File: src/rtl/img_seq_pkg.sv
// Shared types and default frame geometry for the pixel-pair read sequencer.
// Used by the sequencer top, its delay timer and the pixel datapath.
package img_seq_pkg;

    typedef enum logic [2:0] {
        ST_IDLE  = 3'd0,
        ST_VSYNC = 3'd1,
        ST_HSYNC = 3'd2,
        ST_DATA  = 3'd3,
        ST_DONE  = 3'd4
    } state_t;

    localparam int DEF_WIDTH          = 32;
    localparam int DEF_HEIGHT         = 32;
    localparam int DEF_START_UP_DELAY = 100;
    localparam int DEF_HSYNC_DELAY    = 160;
    localparam int DEF_ADDR_W         = 16;

    localparam int TIMER_W = 16;
    localparam int POS_W   = 16;

endpackage

File: src/rtl/seq_delay_timer.sv
// Loadable down-counter; tc is high for the single cycle the count sits at 0
// after a load. Loading N produces tc on the (N+1)-th cycle after the load edge.
import img_seq_pkg::*;

module seq_delay_timer #(
    parameter int W = TIMER_W
) (
    input  logic         clk,
    input  logic         clear,
    input  logic         load,
    input  logic [W-1:0] load_val,
    output logic         tc
);

    logic [W-1:0] cnt;
    logic         active;

    always_ff @(posedge clk) begin
        if (clear) begin
            cnt    <= '0;
            active <= 1'b0;
        end else if (load) begin
            cnt    <= load_val;
            active <= 1'b1;
        end else if (active) begin
            if (cnt == '0) begin
                active <= 1'b0;
            end else begin
                cnt <= cnt - W'(1);
            end
        end
    end

    assign tc = active && (cnt == '0);

endmodule

File: src/rtl/image_read_sequencer.sv
// Frame-timing controller issuing pixel-pair read addresses with VSYNC/HSYNC framing.
// Define IMG_SEQ_REPEAT_EN to add the frame_repeat input for back-to-back frames.
import img_seq_pkg::*;

module image_read_sequencer #(
    parameter int WIDTH          = DEF_WIDTH,
    parameter int HEIGHT         = DEF_HEIGHT,
    parameter int START_UP_DELAY = DEF_START_UP_DELAY,
    parameter int HSYNC_DELAY    = DEF_HSYNC_DELAY,
    parameter int ADDR_W         = DEF_ADDR_W
) (
    input  logic              HCLK,
    input  logic              HRESET,
    input  logic              start,
    input  logic              abort,
    input  logic              out_ready,
`ifdef IMG_SEQ_REPEAT_EN
    input  logic              frame_repeat,
`endif
    output logic              rd_en,
    output logic [ADDR_W-1:0] rd_addr,
    output logic              pix_valid,
    output logic              VSYNC,
    output logic              HSYNC,
    output logic [15:0]       row,
    output logic [15:0]       col,
    output logic              busy,
    output logic              ctrl_done,
    output logic [7:0]        frame_cnt
);

    localparam logic [TIMER_W-1:0] VS_LOAD = TIMER_W'(START_UP_DELAY - 1);
    localparam logic [TIMER_W-1:0] HS_LOAD = TIMER_W'(HSYNC_DELAY - 1);
    localparam logic [POS_W-1:0]   COL_END = POS_W'(WIDTH - 2);
    localparam logic [POS_W-1:0]   ROW_END = POS_W'(HEIGHT - 1);

    state_t               state;
    logic                 tc;
    logic                 load;
    logic [TIMER_W-1:0]   load_val;
    logic                 rep;
    logic                 last_col;
    logic                 last_row;
    logic                 kill;

`ifdef IMG_SEQ_REPEAT_EN
    assign rep = frame_repeat;
`else
    assign rep = 1'b0;
`endif

    assign rd_en    = (state == ST_DATA) && out_ready;
    assign last_col = (col == COL_END);
    assign last_row = (row == ROW_END);
    assign kill     = abort && (state != ST_IDLE);
    assign rd_addr  = ADDR_W'(row) * ADDR_W'(WIDTH) + ADDR_W'(col);

    // Timer is (re)loaded on the same edge that enters VSYNC or HSYNC.
    always_comb begin
        load     = 1'b0;
        load_val = VS_LOAD;
        unique case (state)
            ST_IDLE: begin
                load = start;
            end
            ST_VSYNC: begin
                load     = tc;
                load_val = HS_LOAD;
            end
            ST_DATA: begin
                load     = rd_en && last_col && !last_row;
                load_val = HS_LOAD;
            end
            ST_DONE: begin
                load = rep;
            end
            default: begin
                load = 1'b0;
            end
        endcase
    end

    seq_delay_timer #(
        .W (TIMER_W)
    ) u_timer (
        .clk      (HCLK),
        .clear    (HRESET || abort),
        .load     (load),
        .load_val (load_val),
        .tc       (tc)
    );

    always_ff @(posedge HCLK) begin
        if (HRESET) begin
            state     <= ST_IDLE;
            row       <= '0;
            col       <= '0;
            pix_valid <= 1'b0;
            VSYNC     <= 1'b0;
            HSYNC     <= 1'b0;
            busy      <= 1'b0;
            ctrl_done <= 1'b0;
            frame_cnt <= '0;
        end else if (kill) begin
            state     <= ST_IDLE;
            row       <= '0;
            col       <= '0;
            pix_valid <= 1'b0;
            VSYNC     <= 1'b0;
            HSYNC     <= 1'b0;
            busy      <= 1'b0;
            ctrl_done <= 1'b0;
        end else begin
            pix_valid <= rd_en;
            ctrl_done <= 1'b0;
            unique case (state)
                ST_IDLE: begin
                    if (start && !abort) begin
                        state <= ST_VSYNC;
                        VSYNC <= 1'b1;
                        busy  <= 1'b1;
                    end
                end
                ST_VSYNC: begin
                    if (tc) begin
                        state <= ST_HSYNC;
                        VSYNC <= 1'b0;
                    end
                end
                ST_HSYNC: begin
                    if (tc) begin
                        state <= ST_DATA;
                        HSYNC <= 1'b1;
                    end
                end
                ST_DATA: begin
                    if (rd_en) begin
                        if (last_col) begin
                            col   <= '0;
                            HSYNC <= 1'b0;
                            if (last_row) begin
                                row       <= '0;
                                state     <= ST_DONE;
                                ctrl_done <= 1'b1;
                                frame_cnt <= frame_cnt + 8'd1;
                            end else begin
                                row   <= row + 16'd1;
                                state <= ST_HSYNC;
                            end
                        end else begin
                            col <= col + 16'd2;
                        end
                    end
                end
                ST_DONE: begin
                    if (rep) begin
                        state <= ST_VSYNC;
                        VSYNC <= 1'b1;
                    end else begin
                        state <= ST_IDLE;
                        busy  <= 1'b0;
                    end
                end
                default: begin
                    state <= ST_IDLE;
                    busy  <= 1'b0;
                end
            endcase
        end
    end

endmodule

File: config.mk
export PLATFORM = sky130hd
export DESIGN_NAME = image_read_sequencer
export DESIGN_NICKNAME = d
export VERILOG_FILES = /design/src/rtl/img_seq_pkg.sv /design/src/rtl/seq_delay_timer.sv /design/src/rtl/image_read_sequencer.sv
export SDC_FILE = /design/constraint.sdc
export NUM_CORES = 1
export LEC_CHECK = 0
export CAP_MARGIN = 10
export CORE_ASPECT_RATIO = 2
export CORE_MARGIN = 10
export CORE_UTILIZATION = 40
export DETAILED_ROUTE_END_ITERATION = 7
export PLACE_DENSITY = 0.75
export RECOVER_POWER = 25
export SLEW_MARGIN = 20
export SYNTH_ARGS = -nofsm -noshare
export SYNTH_HDL_FRONTEND = slang
export SYNTH_SLANG_ARGS = --single-unit
File: constraint.sdc
create_clock -name HCLK -period 6.7 [get_ports HCLK]
set_input_delay 1.005 -clock HCLK [delete_from_list [all_inputs] [get_ports HCLK]]
set_output_delay 1.005 -clock HCLK [all_outputs]
set_load 0.05 [all_outputs]
# Word-level counts from Yosys, hierarchy flattened
# Cells that the tools add are included.
# word_totals
register_bits	65
inputBits	5
word_cells	85
# op_classes
addsub	5
eq_ne	11
mux	26
bitwise	5
reduce_logical	27
# op_table
op	count
16-bit two-way mux	5
16-bit by 5-bit == test with 1-bit output, second input constant	2
3-bit two-way mux	6
16-bit by 1-bit adder with 16-bit output, second input constant	1
16-bit adder	1
16-bit by 2-bit adder with 16-bit output, second input constant	1
16-bit logical NOT	1
16-bit by 1-bit subtractor with 16-bit output, second input constant	1
2-bit inequality test, second input constant	6
3-bit case mux with 4 select lines	1
5-bit AND reduction	2
1-bit two-way mux	9
8-bit by 1-bit adder with 8-bit output, second input constant	1
8-bit two-way mux	1
3-bit by 2-bit == test with 1-bit output, second input constant	2
1-bit logical AND	6
1-bit case mux with 2 select lines	3
2-bit AND reduction	3
3-bit AND reduction	2
2-bit nonzero test	3
1-bit inverter	5
5-bit OR reduction	1
4-bit AND reduction	1
2-bit OR reduction	2
7 further kinds	8

# Depth between registers and ports, before layout
# Gate-level depths: netlist (run 1).
# depth
word_depth	7
mapped_depth	8

# Modules after synthesis
# Synthesis (run 1) repeated with hierarchy kept, for this count alone.
# unflattened
hier_cells	479
area_unflattened_um2	3913.8
# by_module_without_submodules
mod	instances	cells_per_inst	area_per_inst_um2
image_read_sequencer	1	338	2806.4
seq_delay_timer	1	141	1107.3

# Worst setup path before layout (run 1)
# Ideal clock, no wire load.
# synth_path
path_kind	register -> output
start	register col[5]
end	output port rd_addr[15]
arrival_ns	3.245
t_required_ns	5.695
slack_ns	2.450
stages_incl_launch_ff	8
path_buffers	0
path_cell_list	dfxtp_1 > ha_1 > fa_1 > a21oi_1 > o211ai_1 > or4_1 > and3_1 > a211oi_1
# synth_via
elab_chain_cells	1
# synth_lines
item	line_no	text
start, declared	image_read_sequencer.sv:26	output logic [15:0] col,
start signal, assigned	image_read_sequencer.sv:151	col <= col + 16'd2;
16-bit adder	image_read_sequencer.sv:56	assign rd_addr = ADDR_W'(row) * ADDR_W'(WIDTH) + ADDR_W'(col);
end, declared	image_read_sequencer.sv:21	output logic [ADDR_W-1:0] rd_addr,
# Every way passes these cells.

# Worst setup path in the final report (run 1)
# Same ends and word-level chain as after synthesis.

==> flow_summary_export.csv, run 1 <==
group,metric,value,unit
run_status,status,"completed",
cts,cts.sinks,64,
synth,syn_avg_cell_area,8.55,µm²
critical_path,crit_required,5.69,ns
sta,rsz0062_at_grt,"no",
finish,fin_nets,513,
floorplan,core-area,9010,µm²
cts,cts_tree,"yes",
synth,ys_ff_latch,64,
cts,worstSkewPairLatency,0.33,ns
cts,post_cts_resized,0,
critical_path,worstPathMaxFanout,8,
floorplan,rows,49,
job,maxCapViolations,0,
detailed_routing,drc_errors,0,
place,gp_congestion,0.881,
floorplan,die_x,88.0,µm
grt,grt_pass1_vias,3628,
detailed_routing,routed_wl,10.3,mm
detailed_routing,postRouteAntennaNets,0,
cts,postCtsSetupRepairBufs,0,
synth,synth_edf_count,0,
sta,finalCriticalPeriod,4.36,ns
critical_path,path_class,"flip-flop to output port",
floorplan,start_util,0.411,
sta,slew_viol_final,0,
floorplan,die-area,13700,µm²
critical_path,max_stage_delay,0.85,ns
critical_path,worstSetupStartpointType,"flip-flop",
critical_path,end_kind,"output port",
cts,cts_buffer_depth,2,
critical_path,crit_arrival,3.36,ns
place,port_buffers,64,
cts,htree_levels,3,
sta,max-slew-margin-rel,0.419,
synth,synthFlopType,"dfxtp_1",
cts,ctsHoldBuffers,0,
synth,ys_types,60,
detailed_routing,drt_pass1_iterations,4,
synth,syn_area,3700,µm²
floorplan,io_pins,67,
detailed_routing,drt-initial-drc-count,254,
critical_path,crit_family,"buffers and inverters",
finish,final_cells,600,
cts,clock-root-buffer,"clkbuf_16",
grt,gr-total-overflow,0,
finish,drive_gt1_frac,0.0584,
detailed_routing,vias_per_cell,5.67,
grt,grt_start_max_net_pins,21,
synth,syn_inst,433,
min_path,hold_path.class,"flip-flop to flip-flop",
critical_path,cp_num_buf_inv,1,
sta,hold_slack,0.482,ns
place,dp_hpwl,8.11,mm
finish,design_area,4670,µm²
critical_path,worstPathCellList,"ha_1 -> fa_1 -> a21oi_1 -> o211ai_1 -> or4_1 -> and3_1 -> a211oi_1 -> clkdlybuf4s50_1",
place,placed_area,4370,µm²
sta,setup_viol,0,
grt,antenna_found_initial,1,
sta,period_share,0.651,
place,placed_cells,583,
critical_path,critical_path.slowest_cell,"clkdlybuf4s50_1",
sta,skew,0.00827,ns
detailed_routing,via_count,3399,
synth,synthArstFlopShare,0,
floorplan,die_h,156,µm
sta,hold_viol,0,
grt,grt_pass1_wl,17.5,mm
power,vdd_ir_drop_max,121,µV
power,leakagePower,1.73,nW
sta,finalSetupTns,0,ns
finish,area.growth.synth_to_final,26.2,%
cts,clk_pin_slew,0.06,ns
power,power.density,209,nW/µm²
sta,tightest_slew,0.871,ns
detailed_routing,wl_per_cell,17.2,µm
grt,groute.usage.overall,0.158,
synth,ys_seq_area_frac,0.346,
sta,max_freq,0.229,GHz
synth,yosys_warnings,0,
cts,cts_buffers,9,
stage by stage:
stage	utilization	power [mW]	setup slack [ns]
floorplan	-	0.455	2.45
global placement	0.485	0.469	2.71
detailed placement	0.485	0.470	2.68
CTS	0.521	0.984	2.32
global route	0.519	1.01	2.19
finish	0.519	0.976	2.34
power by group:
group          switching (mW)  internal, mW  total [mW]
clock                   0.178         0.338       0.515
combinational          0.0451        0.0222      0.0673
sequential            0.00675         0.386       0.393
sequential cells by signal (all words and copies together) (netlist names):
register	count
state	3
u_timer.active	1
pix_valid	1
ctrl_done	1
busy	1
u_timer.cnt	16
HSYNC	1
col	15
VSYNC	1
frame_cnt	8
row	16
synth_stat cells, types with 3 or more instances:
cell type	n	share of area
dfxtp_1	64	0.35
nor2_1	51	0.052
nand2_1	28	0.028
a21oi_1	23	0.031
xnor2_1	23	0.054
xor2_1	23	0.054
nand3_1	20	0.027
nand4_1	20	0.034
ha_1	15	0.051
inv_1	15	0.015
nor3_1	13	0.018
o21ai_0	12	0.016
and3_1	11	0.019
or4_1	9	0.018
clkbuf_1	7	0.0071
nor4_1	7	0.012
and4_1	6	0.014
buf_4	6	0.012
o31ai_1	5	0.010
or3_1	5	0.0084
a21o_1	4	0.0081
and2_1	4	0.0068
o22ai_1	4	0.0068
or2_2	4	0.0068
buf_6	3	0.0091
nor2b_1	3	0.0051
nor3b_1	3	0.0061
nor4_4	3	0.017
o211ai_1	3	0.0061
layout make-up:
class,count,area (µm²)
Clock inverter,6,91.3
Timing Repair Buffer,65,644
Multi-Input combinational cell,336,2230
Sequential cell,64,1280
Tap cell,102,128
Clock buffer,10,239
Antenna cell,1,2.50
Fill cell,808,4340
Inverter,16,61.3
cell usage in the layout, fill, tap and decap left out, types with 3 or more instances in the layout:
master	n
a21o_1	4
a21oi_1	23
and2_1	4
and3_1	11
and4_1	6
clkbuf_16	9
clkdlybuf4s50_1	56
dfxtp_1	64
dlygate4sd3_1	8
ha_1	15
inv_1	15
nand2_1	29
nand3_1	20
nand4_1	20
nand4b_1	3
nor2_1	51
nor2b_1	3
nor3_1	13
nor3b_1	3
nor4_1	7
nor4_4	3
o211ai_1	3
o21ai_0	12
o22ai_1	4
o31ai_1	5
or2_2	3
or3_1	5
or4_1	9
xnor2_1	23
xor2_1	23
tightest hold or removal path: cells and delay by family (launching register included):
| family | cells | cell delay (ns) |
|---|---|---|
| AOI/OAI and AO/OA | 2 | 0.12 |
| DFF | 1 | 0.31 |
path summary, 6_finish.rpt:
| path | cells past startpoint | to | slack [ns] | start |
|---|---|---|---|---|
| max | 8 | rd_addr[15] | 2.34 | col[5] |
| min | 2 | frame_cnt[7] | 0.48 | frame_cnt[7] |
| max reg2reg | 7 | row[13] | 3.98 | state[1] |
| min reg2reg | 2 | frame_cnt[7] | 0.48 | frame_cnt[7] |
layer usage:
| metal | global-route usage | up-vias | wire length, µm |
|---|---|---|---|
| met3 | 0.0502 | 28 | 708 |
| met5 | 0 | - | 0 |
| li1 | - | 1687 | - |
| met1 | 0.142 | 1583 | 3530 |
| met4 | 0.104 | 0 | 498 |
| met2 | 0.287 | 101 | 5610 |
cell families (layout without fill, tap and decap cells):
kind of cell / Yosys count / after routing / share of synthesized area
xor+xnor: 46 / 46 / 0.109
fa+ha+maj: 16 / 16 / 0.0561
simple gates: 201 / 201 / 0.314
mux: 4 / 4 / 0.0115
buf+inv: 34 / 97 / 0.0476
other cells: 1 / 3 / 0.00101
compound gates: 67 / 67 / 0.115
flops: 64 / 64 / 0.346
Power figures use the tool's default switching activity.
==> inputs of run 2 (changes only) <==
--- a/config.mk
+++ b/config.mk
@@ -10,7 +10,7 @@
 export CORE_MARGIN = 10
 export CORE_UTILIZATION = 40
 export DETAILED_ROUTE_END_ITERATION = 7
-export PLACE_DENSITY = 0.75
+export PLACE_DENSITY = 0.77
 export RECOVER_POWER = 25
 export SLEW_MARGIN = 20
 export SYNTH_ARGS = -nofsm -noshare
==> constraint.sdc (replaced) <==
create_clock -name HCLK -period 3.8 [get_ports HCLK]
set_input_delay 0.57 -clock HCLK [delete_from_list [all_inputs] [get_ports HCLK]]
set_output_delay 0.57 -clock HCLK [all_outputs]
set_load 0.05 [all_outputs]
==> run 2 against run 1 <==
Compared with the run above: critical path depth decreased by 1; count of clock-buffer cells in the layout increased by 2; die area unchanged; clock skew increased by 0.0013 ns; largest power group unchanged; highest routed layer unchanged.
==> flow_summary_export.csv, run 2 (same netlist as run 1, synthesis figures left out) <==
group,metric,value,unit
finish,drive_gt1_frac,0.0681,
finish,fin_nets,515,
critical_path,path_class,"flip-flop to output port",
critical_path,crit_arrival,2.98,ns
detailed_routing,vias_per_cell,5.74,
grt,groute.usage.overall,0.148,
sta,setup_viol,0,
detailed_routing,routed_wl,10.2,mm
floorplan,core-area,9010,µm²
cts,clk_pin_slew,0.06,ns
job,maxCapViolations,0,
floorplan,die_h,156,µm
floorplan,rows,49,
sta,max-slew-margin-rel,0.378,
detailed_routing,wl_per_cell,17.0,µm
finish,layout_commonest_cell,"dfxtp_1",
finish,final_cell_mix,"dfxtp_1 (64), nor2_1 (51), clkdlybuf4s50_1 (51)",
critical_path,end_kind,"output port",
grt,gr-total-overflow,0,
cts,post_cts_resized,0,
power,leakagePower,1.75,nW
sta,slew_viol_final,0,
cts,cts_tree,"yes",
place,place_worst_setup_slack,0.591,ns
cts,cts.sinks,64,
cts,cts_buffer_depth,2,
finish,area.growth.synth_to_final,26.2,%
floorplan,die_x,88.0,µm
detailed_routing,drt-initial-drc-count,150,
cts,postCtsSetupRepairBufs,0,
grt,grt_pass1_vias,3432,
sta,finalCriticalPeriod,3.55,ns
critical_path,regToRegSetupSlack,1.04,ns
grt,grt-busiest-layer,"met2",
critical_path,reg2regPathDepth,7,
min_path,hold_path.class,"flip-flop to flip-flop",
grt,grt_util_met3,0.0450,
sta,hold_viol,0,
floorplan,start_util,0.411,
critical_path,worstPathMaxFanout,8,
critical_path,crit_required,3.23,ns
critical_path,critPathLaunch,"col[6]",
cts,htree_levels,3,
cts,clock-root-buffer,"clkbuf_16",
power,power.density,359,nW/µm²
floorplan,die-area,13700,µm²
critical_path,worstSetupStartpointType,"flip-flop",
critical_path,cp-endpoint,"rd_addr[14]",
power,vdd_ir_drop_max,246,µV
grt,grt_pass1_wl,16.3,mm
place,gp_congestion,0.917,
grt,met2_usage,0.271,
finish,reg_top3,"row: 16 flops, u_timer.cnt: 16 flops, col: 15 flops",
critical_path,rr_startpoint,"state[1]",
sta,rsz0062_at_grt,"no",
cts,ctsHoldBuffers,0,
floorplan,io_pins,67,
finish,fillers,830,
finish,antenna_cells,0,
grt,grt_use_met1,0.139,
cts,cts_buffers,9,
sta,skew,0.00959,ns
detailed_routing,via_count,3448,
grt,antenna_found_initial,0,
sta,period_share,0.934,
detailed_routing,drc_errors,0,
critical_path,timing.rr.end,"row[5]",
sta,max_freq,0.282,GHz
sta,fin_ws,0.251,ns
detailed_routing,drt_pass1_iterations,4,
run_status,status,"completed",
place,dp_hpwl,7.92,mm
grt,grt_start_max_net_pins,21,
detailed_routing,postRouteAntennaNets,0,
sta,finalSetupTns,0,ns
place,port_buffers,64,
sta,tightest_slew,0.933,ns
cts,worstSkewPairLatency,0.34,ns
run 2: changes by cell type in the layout (fill, tap and decap cells not counted), sizes merged:
cell           before  now
buf                 0    4
bufinv              2    1
clkbuf             11   13
clkdlybuf4s50      56   51
clkinv              3    2
clkinvlp            1    2
diode               1    0
dlygate4sd3         8   11
inv                16   15
run 2: final cells by class:
| cell class | instances | area [µm²] | share of cell area |
|---|---|---|---|
| inverter | 16 | 61.3 | 0.0131 |
| multi-input combinational | 336 | 2230 | 0.477 |
| timing repair buffer | 67 | 654 | 0.140 |
| clock buffer | 12 | 267 | 0.0570 |
| sequential | 64 | 1280 | 0.274 |
| tap | 102 | 128 | 0.0273 |
| clock inverter | 4 | 51.3 | 0.0110 |
run 2: power breakdown:
part / leakage [nW] / switching [mW] / total, mW / internal (mW)
logic: 1.08 / 0.0807 / 0.120 / 0.0393
clock network: 0.155 / 0.304 / 0.865 / 0.561
registers: 0.517 / 0.0121 / 0.694 / 0.682
total: 1.75 / 0.397 / 1.68 / 1.28
run 2: how the worst min path moves through the flow:
stage / cells after the start / from / to
global route: 2 / frame_cnt[7] / frame_cnt[7]
CTS: 2 / frame_cnt[7] / frame_cnt[7]
floorplan: 2 / u_timer.cnt[10] / u_timer.cnt[10]
global placement: 2 / frame_cnt[7] / frame_cnt[7]
finish: 2 / frame_cnt[7] / frame_cnt[7]
detailed placement: 2 / frame_cnt[7] / frame_cnt[7]
run 2: critical path: stages, from the launching register on:
cell             delay [ns]
dfxtp_1                0.52
ha_1                   0.30
a21oi_1                0.23
o2111ai_1              0.21
a31o_2                 0.27
a21oi_1                0.16
xnor2_1                0.14
clkdlybuf4s50_1        0.82
run 2: through the flow:
stage / hold slack [ns] / util / instance area [µm²] / power, mW / instances
3_3_place_gp: 0.462 / 0.486 / 4380 / 0.827 / 585
5_1_grt: 0.514 / 0.519 / 4670 / 1.73 / 601
2_1_floorplan: 0.493 / - / 3710 / 0.802 / 434
4_1_cts: 0.484 / 0.521 / 4700 / 1.69 / 601
6_report: 0.477 / 0.519 / 4670 / 1.68 / 601
3_5_place_dp: 0.475 / 0.486 / 4380 / 0.830 / 585
run 2: routing by layer:
metal	wire, µm	vias up
met1	3710	1643
li1	-	1694
met5	0	-
met3	609	19
met2	5590	92
met4	335	0
==> inputs of run 3 (changes only) <==
--- a/config.mk
+++ b/config.mk
@@ -10,7 +10,7 @@
 export CORE_MARGIN = 10
 export CORE_UTILIZATION = 40
 export DETAILED_ROUTE_END_ITERATION = 7
-export PLACE_DENSITY = 0.77
+export PLACE_DENSITY = 0.66
 export RECOVER_POWER = 25
 export SLEW_MARGIN = 20
 export SYNTH_ARGS = -nofsm -noshare
==> run 3 against run 2 <==
Compared with the run above: via count is 0.20% higher; die area is the same; cell area hardly changed; register-to-register slack better by 0.18 ns; cell count is the same; global-route usage rose by 0.45 points; clock power is 6.0% lower.
==> flow_summary_export.csv, run 3 (same netlist as run 1, synthesis figures left out) <==
group,metric,value,unit
job,maxCapViolations,0,
critical_path,crit_arrival,2.97,ns
finish,final_cells,601,
sta,max_freq,0.283,GHz
finish,layout_commonest_cell,"dfxtp_1",
sta,period_share,0.931,
finish,fin_nets,515,
floorplan,start_util,0.411,
critical_path,crit_required,3.23,ns
cts,clock-root-buffer,"clkbuf_16",
critical_path,cp_num_buf_inv,1,
cts,cts_tree,"yes",
detailed_routing,routed_wl,10.5,mm
detailed_routing,drc_errors,0,
sta,slew_viol_final,0,
sta,tightest_slew,0.951,ns
sta,finalCriticalPeriod,3.54,ns
cts,cts.sinks,64,
grt,grt_pass1_vias,3513,
cts,htree_levels,3,
detailed_routing,drt-initial-drc-count,99,
grt,groute.usage.overall,0.152,
detailed_routing,wl_per_cell,17.4,µm
finish,fillers,828,
critical_path,worstSetupStartpointType,"flip-flop",
cts,post_cts_resized,0,
critical_path,timing.rr.end,"row[13]",
sta,hold_slack,0.483,ns
min_path,whs_endpoint,"frame_cnt[7]",
grt,gr-total-overflow,0,
floorplan,rows,49,
min_path,hold_depth,2,
critical_path,critical_path.slowest_cell,"clkdlybuf4s50_1",
cts,postCtsSetupRepairBufs,0,
floorplan,die-area,13700,µm²
cts,worstSkewPairLatency,0.33,ns
critical_path,path_class,"flip-flop to output port",
critical_path,cpMostUsedCell,"a21oi_1",
critical_path,end_kind,"output port",
run_status,status,"completed",
sta,finalSetupTns,0,ns
grt,grt_start_max_net_pins,21,
min_path,worstHoldStart,"frame_cnt[7]",
detailed_routing,vias_per_cell,5.75,
power,vdd_ir_drop_max,236,µV
sta,setup_viol,0,
finish,antenna_cells,0,
finish,final_cell_mix,"dfxtp_1 (64), clkdlybuf4s50_1 (53), nor2_1 (51)",
floorplan,die_x,88.0,µm
sta,hold_viol,0,
finish,drive_gt1_frac,0.0721,
finish,multi_input_area,2250,µm²
sta,skew,0.00626,ns
detailed_routing,postRouteAntennaNets,0,
critical_path,crit_family,"compound AO/OA/AOI/OAI gates",
critical_path,rr_startpoint,"col[6]",
floorplan,core-area,9010,µm²
critical_path,reg2regPathDepth,6,
place,dp_hpwl,8.36,mm
sta,max-slew-margin-rel,0.366,
cts,ctsHoldBuffers,0,
critical_path,worstPathMaxFanout,8,
place,gp_congestion,0.831,
critical_path,max_stage_delay,0.82,ns
critical_path,regToRegSetupSlack,1.22,ns
cts,cts_buffer_depth,2,
power,power.density,348,nW/µm²
cts,clk_pin_slew,0.05,ns
critical_path,worstPathCellList,"ha_1 -> a21oi_1 -> o2111ai_1 -> a31o_2 -> a21oi_1 -> xnor2_1 -> clkdlybuf4s50_1",
place,port_buffers,64,
floorplan,io_pins,67,
finish,seq_area,1280,µm²
detailed_routing,via_count,3455,
min_path,hold_path.class,"flip-flop to flip-flop",
place,placed_cells,585,
power,leakagePower,1.79,nW
finish,area.growth.synth_to_final,26.3,%
detailed_routing,drt_pass1_iterations,4,
floorplan,die_h,156,µm
finish,reg_top3,"row: 16 flops, u_timer.cnt: 16 flops, col: 15 flops",
cts,cts_buffers,9,
sta,rsz0062_at_grt,"no",
grt,antenna_found_initial,0,
grt,grt_pass1_wl,16.8,mm
## run 3: where the power goes
| part | switching [mW] | leakage, nW | internal [mW] |
|---|---|---|---|
| logic | 0.0812 | 1.14 | 0.0395 |
| clock network | 0.306 | 0.138 | 0.507 |
| registers | 0.0126 | 0.517 | 0.681 |
## run 3: per-layer routing
| layer | global-route usage | vias to the layer above | share of wire |
|---|---|---|---|
| met5 | 0 | - | 0 |
| met4 | 0.0887 | 0 | 0.041 |
| met3 | 0.0429 | 27 | 0.051 |
| met2 | 0.293 | 94 | 0.56 |
| met1 | 0.130 | 1642 | 0.34 |
| li1 | - | 1692 | - |
## run 3: layout make-up
cell class / count / share of cell area
Timing Repair Buffer: 67 / 0.140
Multi-Input combinational cell: 336 / 0.482
Clock buffer: 9 / 0.0482
Inverter: 16 / 0.0131
Tap cell: 102 / 0.0273
Clock inverter: 7 / 0.0153
Sequential cell: 64 / 0.274
## run 3: worst max path at each step
stage	from	endpoint	slack [ns]	cells after the start
2_1_floorplan	col[5]	rd_addr[15]	0.47	7
3_3_place_gp	col[6]	rd_addr[14]	0.60	7
3_5_place_dp	col[6]	rd_addr[14]	0.57	7
4_1_cts	col[6]	rd_addr[14]	0.22	7
5_1_grt	col[6]	rd_addr[14]	0.1	7
6_report	col[6]	rd_addr[14]	0.26	7
## run 3: worst min-delay path, cell delays in order, from the launching register on
cell,delay [ns]
dfxtp_1,0.32
o31ai_1,0.06
a21oi_1,0.05
## run 3: metrics by stage
stage	cell area, µm²	power (mW)	utilization	setup slack, ns
2_1_floorplan	3710	0.802	-	0.465
3_3_place_gp	4380	0.830	0.486	0.600
3_5_place_dp	4380	0.832	0.486	0.566
4_1_cts	4680	1.65	0.519	0.219
5_1_grt	4670	1.69	0.519	0.0998
6_report	4670	1.63	0.519	0.261
